## src/rtl/mux_stream_sel_if.sv

```systemverilog
// rtl/mux_stream_sel_if.sv - handshake bundle between producers, mux and consumer
interface mux_stream_sel_if #(
  parameter int NCH = 16,
  parameter int W   = 8
);
  localparam int SELW = $clog2(NCH);

  logic [NCH*W-1:0] in_data;
  logic [NCH-1:0]   in_valid;
  logic [NCH-1:0]   in_ready;
  logic             mode;
  logic [SELW-1:0]  sel;
  logic [W-1:0]     out_data;
  logic [SELW-1:0]  out_ch;
  logic             out_valid;
  logic             out_ready;

  // Environment side: drives producers, mode/sel and consumer ready
  modport master (
    output in_data, in_valid, mode, sel, out_ready,
    input  in_ready, out_data, out_ch, out_valid
  );

  // Mux side
  modport slave (
    input  in_data, in_valid, mode, sel, out_ready,
    output in_ready, out_data, out_ch, out_valid
  );
endinterface

```

## src/rtl/mux_stream_sel.sv

```systemverilog
// rtl/mux_stream_sel.sv - N-channel streaming mux, fixed or round-robin select, registered output
module mux_stream_sel #(
  parameter int NCH = 16,
  parameter int W   = 8
) (
  input logic             clk,
  input logic             rst,
  mux_stream_sel_if.slave bus
);
  localparam int SELW = $clog2(NCH);

  logic [W-1:0]    r_out_data;
  logic [SELW-1:0] r_out_ch;
  logic            r_out_valid;
  logic [SELW-1:0] r_rr_ptr;

  logic            w_load;
  logic            w_fix_valid;
  logic            w_rr_valid;
  logic [SELW-1:0] w_rr_grant;
  logic [SELW-1:0] w_cand;
  logic            w_grant_valid;
  logic [SELW-1:0] w_grant;
  logic            w_xfer;

  // Output register can take a beat when empty or being drained this cycle
  assign w_load = !r_out_valid || bus.out_ready;

  // Fixed select: out-of-range sel never grants
  assign w_fix_valid = (int'(bus.sel) < NCH) && bus.in_valid[bus.sel];

  // Round-robin search starting just after the last served channel; the
  // descending loop lets the nearest candidate overwrite farther ones
  always_comb begin
    w_rr_valid = 1'b0;
    w_rr_grant = '0;
    w_cand     = '0;
    for (int k = NCH; k >= 1; k--) begin
      w_cand = SELW'((int'(r_rr_ptr) + k) % NCH);
      if (bus.in_valid[w_cand]) begin
        w_rr_grant = w_cand;
        w_rr_valid = 1'b1;
      end
    end
  end

  assign w_grant_valid = bus.mode ? w_rr_valid : w_fix_valid;
  assign w_grant       = bus.mode ? w_rr_grant : bus.sel;
  assign w_xfer        = w_load && w_grant_valid;

  // One-hot ready to the granted channel, forced low while in reset
  always_comb begin
    bus.in_ready = '0;
    if (!rst && w_xfer) begin
      bus.in_ready[w_grant] = 1'b1;
    end
  end

  // Output register and round-robin pointer
  always_ff @(posedge clk or posedge rst) begin
    if (rst) begin
      r_out_valid <= 1'b0;
      r_out_data  <= '0;
      r_out_ch    <= '0;
      r_rr_ptr    <= SELW'(NCH - 1);
    end else begin
      if (w_xfer) begin
        r_out_valid <= 1'b1;
        r_out_data  <= bus.in_data[int'(w_grant)*W +: W];
        r_out_ch    <= w_grant;
        if (bus.mode) begin
          r_rr_ptr <= w_grant;
        end
      end else if (bus.out_ready) begin
        r_out_valid <= 1'b0;
      end
    end
  end

  assign bus.out_data  = r_out_data;
  assign bus.out_ch    = r_out_ch;
  assign bus.out_valid = r_out_valid;
endmodule

```

## src/flat_wrapper.sv

```systemverilog
// flat-port wrapper written by rule: the top's interface ports become plain ports
module mux_stream_sel_flat 
#(
  parameter int NCH = 16,
  parameter int W   = 8
)
  (clk, rst, bus_in_data, bus_in_valid, bus_mode, bus_sel, bus_out_ready, bus_in_ready, bus_out_data, bus_out_ch, bus_out_valid);
  mux_stream_sel_if #(.NCH(NCH), .W(W)) bus_i ();
  input logic clk;
  input logic rst;
  input wire logic [$bits(bus_i.in_data)-1:0] bus_in_data;
  input wire logic [$bits(bus_i.in_valid)-1:0] bus_in_valid;
  input wire logic [$bits(bus_i.mode)-1:0] bus_mode;
  input wire logic [$bits(bus_i.sel)-1:0] bus_sel;
  input wire logic [$bits(bus_i.out_ready)-1:0] bus_out_ready;
  output wire logic [$bits(bus_i.in_ready)-1:0] bus_in_ready;
  output wire logic [$bits(bus_i.out_data)-1:0] bus_out_data;
  output wire logic [$bits(bus_i.out_ch)-1:0] bus_out_ch;
  output wire logic [$bits(bus_i.out_valid)-1:0] bus_out_valid;
  assign bus_i.in_data = bus_in_data;
  assign bus_i.in_valid = bus_in_valid;
  assign bus_i.mode = bus_mode;
  assign bus_i.sel = bus_sel;
  assign bus_i.out_ready = bus_out_ready;
  assign bus_in_ready = bus_i.in_ready;
  assign bus_out_data = bus_i.out_data;
  assign bus_out_ch = bus_i.out_ch;
  assign bus_out_valid = bus_i.out_valid;
  mux_stream_sel #(.NCH(NCH), .W(W)) u_core (.clk(clk), .rst(rst), .bus(bus_i));
endmodule
```

## config.mk

```make
export PLATFORM = sky130hd
export DESIGN_NAME = mux_stream_sel_flat
export DESIGN_NICKNAME = d
export VERILOG_FILES = /design/src/rtl/mux_stream_sel_if.sv /design/src/rtl/mux_stream_sel.sv /design/src/flat_wrapper.sv
export SDC_FILE = /design/constraint.sdc
export NUM_CORES = 1
export LEC_CHECK = 0
export ABC_AREA = 1
export CAP_MARGIN = 20
export CORE_MARGIN = 4
export CORE_UTILIZATION = 45
export CTS_CLUSTER_SIZE = 28
export DETAILED_ROUTE_END_ITERATION = 8
export MAX_ROUTING_LAYER = met4
export PLACE_DENSITY_LB_ADDON = 0.1
export SLEW_MARGIN = 20
export SYNTH_ARGS = -nofsm -noshare
export SYNTH_HDL_FRONTEND = slang
export SYNTH_SLANG_ARGS = --single-unit
```

## constraint.sdc

```tcl
create_clock -name clk -period 8.5 [get_ports clk]
set_input_delay 2.125 -clock clk [delete_from_list [all_inputs] [get_ports clk]]
set_output_delay 2.125 -clock clk [all_outputs]
set_load 0.01 [all_outputs]
```

==> impl_metrics.csv <==
group,metric,value,unit
die,row_count,34,
synthesis,synth_edf_count,0,
die,initial_utilization,47.14,%
synthesis,synthCells,864,
placed_design,gp_congestion,1.031,
timing,finalSetupViolCount,0,
clock_tree,clk_path_buf_depth,2,
synthesis,yosysWarnings,0,
routing,vias,5985,
die,chipWidth,104.5,um
power,peakVddDrop,0.2580,mV
finish,layout.cells.non_filler,1129,
power,p_leak,3.178,nW
synthesis,synth_seq_cells,17,
power,power_density,473.0,nW/um^2
job,drv_cap,0,
routing,drt-initial-drc-count,465,
clock_tree,htreeDepth,1,
clock_tree,insertion_delay,250,ps
timing,report.final.hold_viol_count,0,
routing,routedWlPerCell,14.28,um
setup_path,crit_path_start,"bus_sel[0]",
routing,routed_wirelength,16130,um
setup_path,r2r-end,"u_core.bus.out_data[2]",
setup_path,crit_path_start_kind,"primary input",
finish,regArea,430.4,um^2
global_routing,grt_pass1_wl,25490,um
clock_tree,cts-root-buf,"clkbuf_8",
finish,layout.nets,1181,
setup_path,rr_startpoint,"u_core.r_rr_ptr[0]",
global_routing,grt_max_degree,63,
global_routing,grt_pass1_vias,5341,
timing,slew_violations,0,
setup_path,crit_path_end_kind,"output pin",
timing,worst_clock_skew,4.748,ps
timing,min_period_over_period,91.70,%
global_routing,track_usage,28.76,%
timing,tns,0,ps
finish,area_growth,43.43,%
global_routing,antenna_found_initial,0,
timing,tightestPinTransition,594.5,ps
clock_tree,cts_tree,"built",
setup_path,reg2reg_slack,3050,ps
setup_path,required,6380,ps
setup_path,worstSetupPathType,"in2out",
finish,drive_above_1_share,4.505,%
clock_tree,ctsHoldBuffers,0,
finish,fillers,871,
timing,rsz0062_at_grt,"no",
clock_tree,cts-resized-gates,0,
clock_tree,cts_setup_buffers,0,
timing,fmax,0.1283,GHz
synthesis,synth-seq-area-share,10.27,%
synthesis,syn_avg_cell_area,4.851,um^2
routing,vias_per_cell,5.301,
synthesis,synth_area,4192,um^2
placed_design,port_buffers,180,
die,coreArea,8891,um^2
synthesis,synthArstFlopShare,100.0,%
setup_path,r2r_cells,31,
global_routing,gr-total-overflow,0,
setup_path,crit_end,"bus_in_ready[6]",
clock_tree,cts_buffers,3,
timing,fin_crit,7795,ps
timing,whs,489.1,ps
timing,fin_ws,705.3,ps
timing,slew_headroom,60.37,%
die,fp.dieH,104.5,um
setup_path,cp_max_fo,19,
clock_tree,clock_sinks,17,
die,dieArea,10920,um^2
routing,postRouteAntennaNets,0,
synthesis,syn_nets,1023,
routing,drc,0,
placed_design,dp_hpwl,12990,um
synthesis,synthFlopType,"dfrtp_1",
setup_path,arrival,5670,ps
synthesis,yosysUniqueCellTypes,33,
placed_design,dp_slack,773.8,ps
placed_design,place_inst,1125,
status,status,"complete, no violations",
finish,multi_input_area,3303,um^2
routing,first_pass_iters,5,
finish,num_antenna_cells,0,
die,ios,181,
clock_tree,clk_pin_slew,60,ps
worst_hold_path,hp-class,"reg2reg",
per-stage QoR:
| stage | total power [W] | cell area, um^2 | utilization [%] |
|---|---|---|---|
| after floorplan | 0.002139 | 4192 | - |
| after global placement | 0.002739 | 5963 | 67.07 |
| after detailed placement | 0.002736 | 5963 | 67.07 |
| after CTS | 0.002805 | 6012 | 67.62 |
| after global routing | 0.003199 | 6012 | 67.62 |
| final | 0.002844 | 6012 | 67.62 |
worst max-delay path, cell delays in order:
cell and delay [ps]:
clkdlybuf4s50_1 570, clkinv_1 260, nand2_1 80, a221oi_1 380
or3_1 170, o31ai_1 100, nand2_1 100, o21ai_0 180
a21oi_1 160, buf_4 230, inv_1 170, nor2_1 240
nand3_1 200, nor2_1 150, clkdlybuf4s50_1 560
power by group:
group | leakage [nW] | internal (W) | total [W] | switching [W]
sequential | 0.193 | 0.000127 | 0.000185 | 0.0000582
clock | 0.0217 | 0.0000329 | 0.0000605 | 0.0000276
combinational | 2.96 | 0.000865 | 0.00260 | 0.00173
total | 3.18 | 0.00102 | 0.00284 | 0.00182
registers in the layout, summed over array words and instances, names as in the netlist:
signal,count
u_core.bus.out_data,8
u_core.bus.out_valid,1
u_core.r_rr_ptr,4
u_core.bus.out_ch,4
placed cells by master, fill, tap and decap left out, types with 4 or more instances in the layout:
master,count
buf_4,10
a221oi_1,4
clkdlybuf4s50_1,180
inv_2,6
nand3_1,127
inv_1,49
a21oi_1,48
ha_1,7
dfstp_2,4
o21ai_0,13
dfrtp_1,13
nand2_2,6
or2_2,8
nand2_1,472
nor2_1,42
layer usage:
| metal | vias up | wire, um | track usage, % |
|---|---|---|---|
| li1 | 3053 | - | - |
| met1 | 2564 | 6989 | 38.66 |
| met2 | 322 | 7160 | 44.88 |
| met3 | 46 | 1397 | 3.042 |
| met4 | 0 | 578 | 10.07 |
| met5 | - | 0 | - |
worst min-delay path by stage:
| stage | startpoint | to | slack (ps) | cells past startpoint |
|---|---|---|---|---|
| after CTS | u_core.bus.out_ch[1] | u_core.bus.out_ch[1] | 490 | 2 |
| after global placement | u_core.bus.out_ch[0] | u_core.bus.out_ch[0] | 470 | 2 |
| after floorplan | u_core.bus.out_ch[3] | u_core.bus.out_ch[3] | 520 | 2 |
| after global routing | u_core.bus.out_ch[1] | u_core.bus.out_ch[1] | 520 | 2 |
| final | u_core.bus.out_ch[0] | u_core.bus.out_ch[0] | 490 | 2 |
| after detailed placement | u_core.bus.out_ch[1] | u_core.bus.out_ch[1] | 470 | 2 |
synthesized netlist by cell type (2+ instances only):
| library cell | count | area share (%) |
|---|---|---|
| nand2_1 | 472 | 42 |
| nand3_1 | 127 | 15 |
| inv_1 | 49 | 4.4 |
| a21oi_1 | 48 | 5.7 |
| nor2_1 | 42 | 3.8 |
| buf_2 | 15 | 1.8 |
| dfrtp_1 | 13 | 7.8 |
| o21ai_0 | 13 | 1.6 |
| buf_6 | 8 | 2.1 |
| clkbuf_1 | 8 | 0.72 |
| or2_2 | 8 | 1.2 |
| ha_1 | 7 | 2.1 |
| buf_4 | 6 | 1.1 |
| inv_2 | 6 | 0.54 |
| nand2_2 | 6 | 0.90 |
| a221oi_1 | 4 | 0.84 |
| dfstp_2 | 4 | 2.5 |
| a21boi_0 | 3 | 0.54 |
| clkinv_1 | 3 | 0.27 |
| o21ai_1 | 3 | 0.36 |
| xor2_1 | 3 | 0.63 |
| a21oi_2 | 2 | 0.42 |
| nand2_4 | 2 | 0.54 |
| nor3_1 | 2 | 0.24 |
| nor4_1 | 2 | 0.30 |
logic make-up (layout without fill, tap and decap cells):
group | after synthesis | after routing | synth area share, %
AOI/OAI and AO/OA | 76 | 76 | 10.24
and+or+nand+nor | 664 | 664 | 64.81
adders and majority gates | 7 | 7 | 2.089
buffers and inverters | 95 | 252 | 10.93
xor gates and xnor gates | 5 | 5 | 1.672
DFF | 17 | 17 | 10.27
layout make-up:
type	instances	area share, %
multi-input combinational	752	54.94
tap	108	2.248
timing repair buffer	190	31.22
clock inverter	1	0.1249
clock buffer	3	0.6868
inverter	58	3.621
sequential	17	7.159
Power figures use the tool's default switching activity.
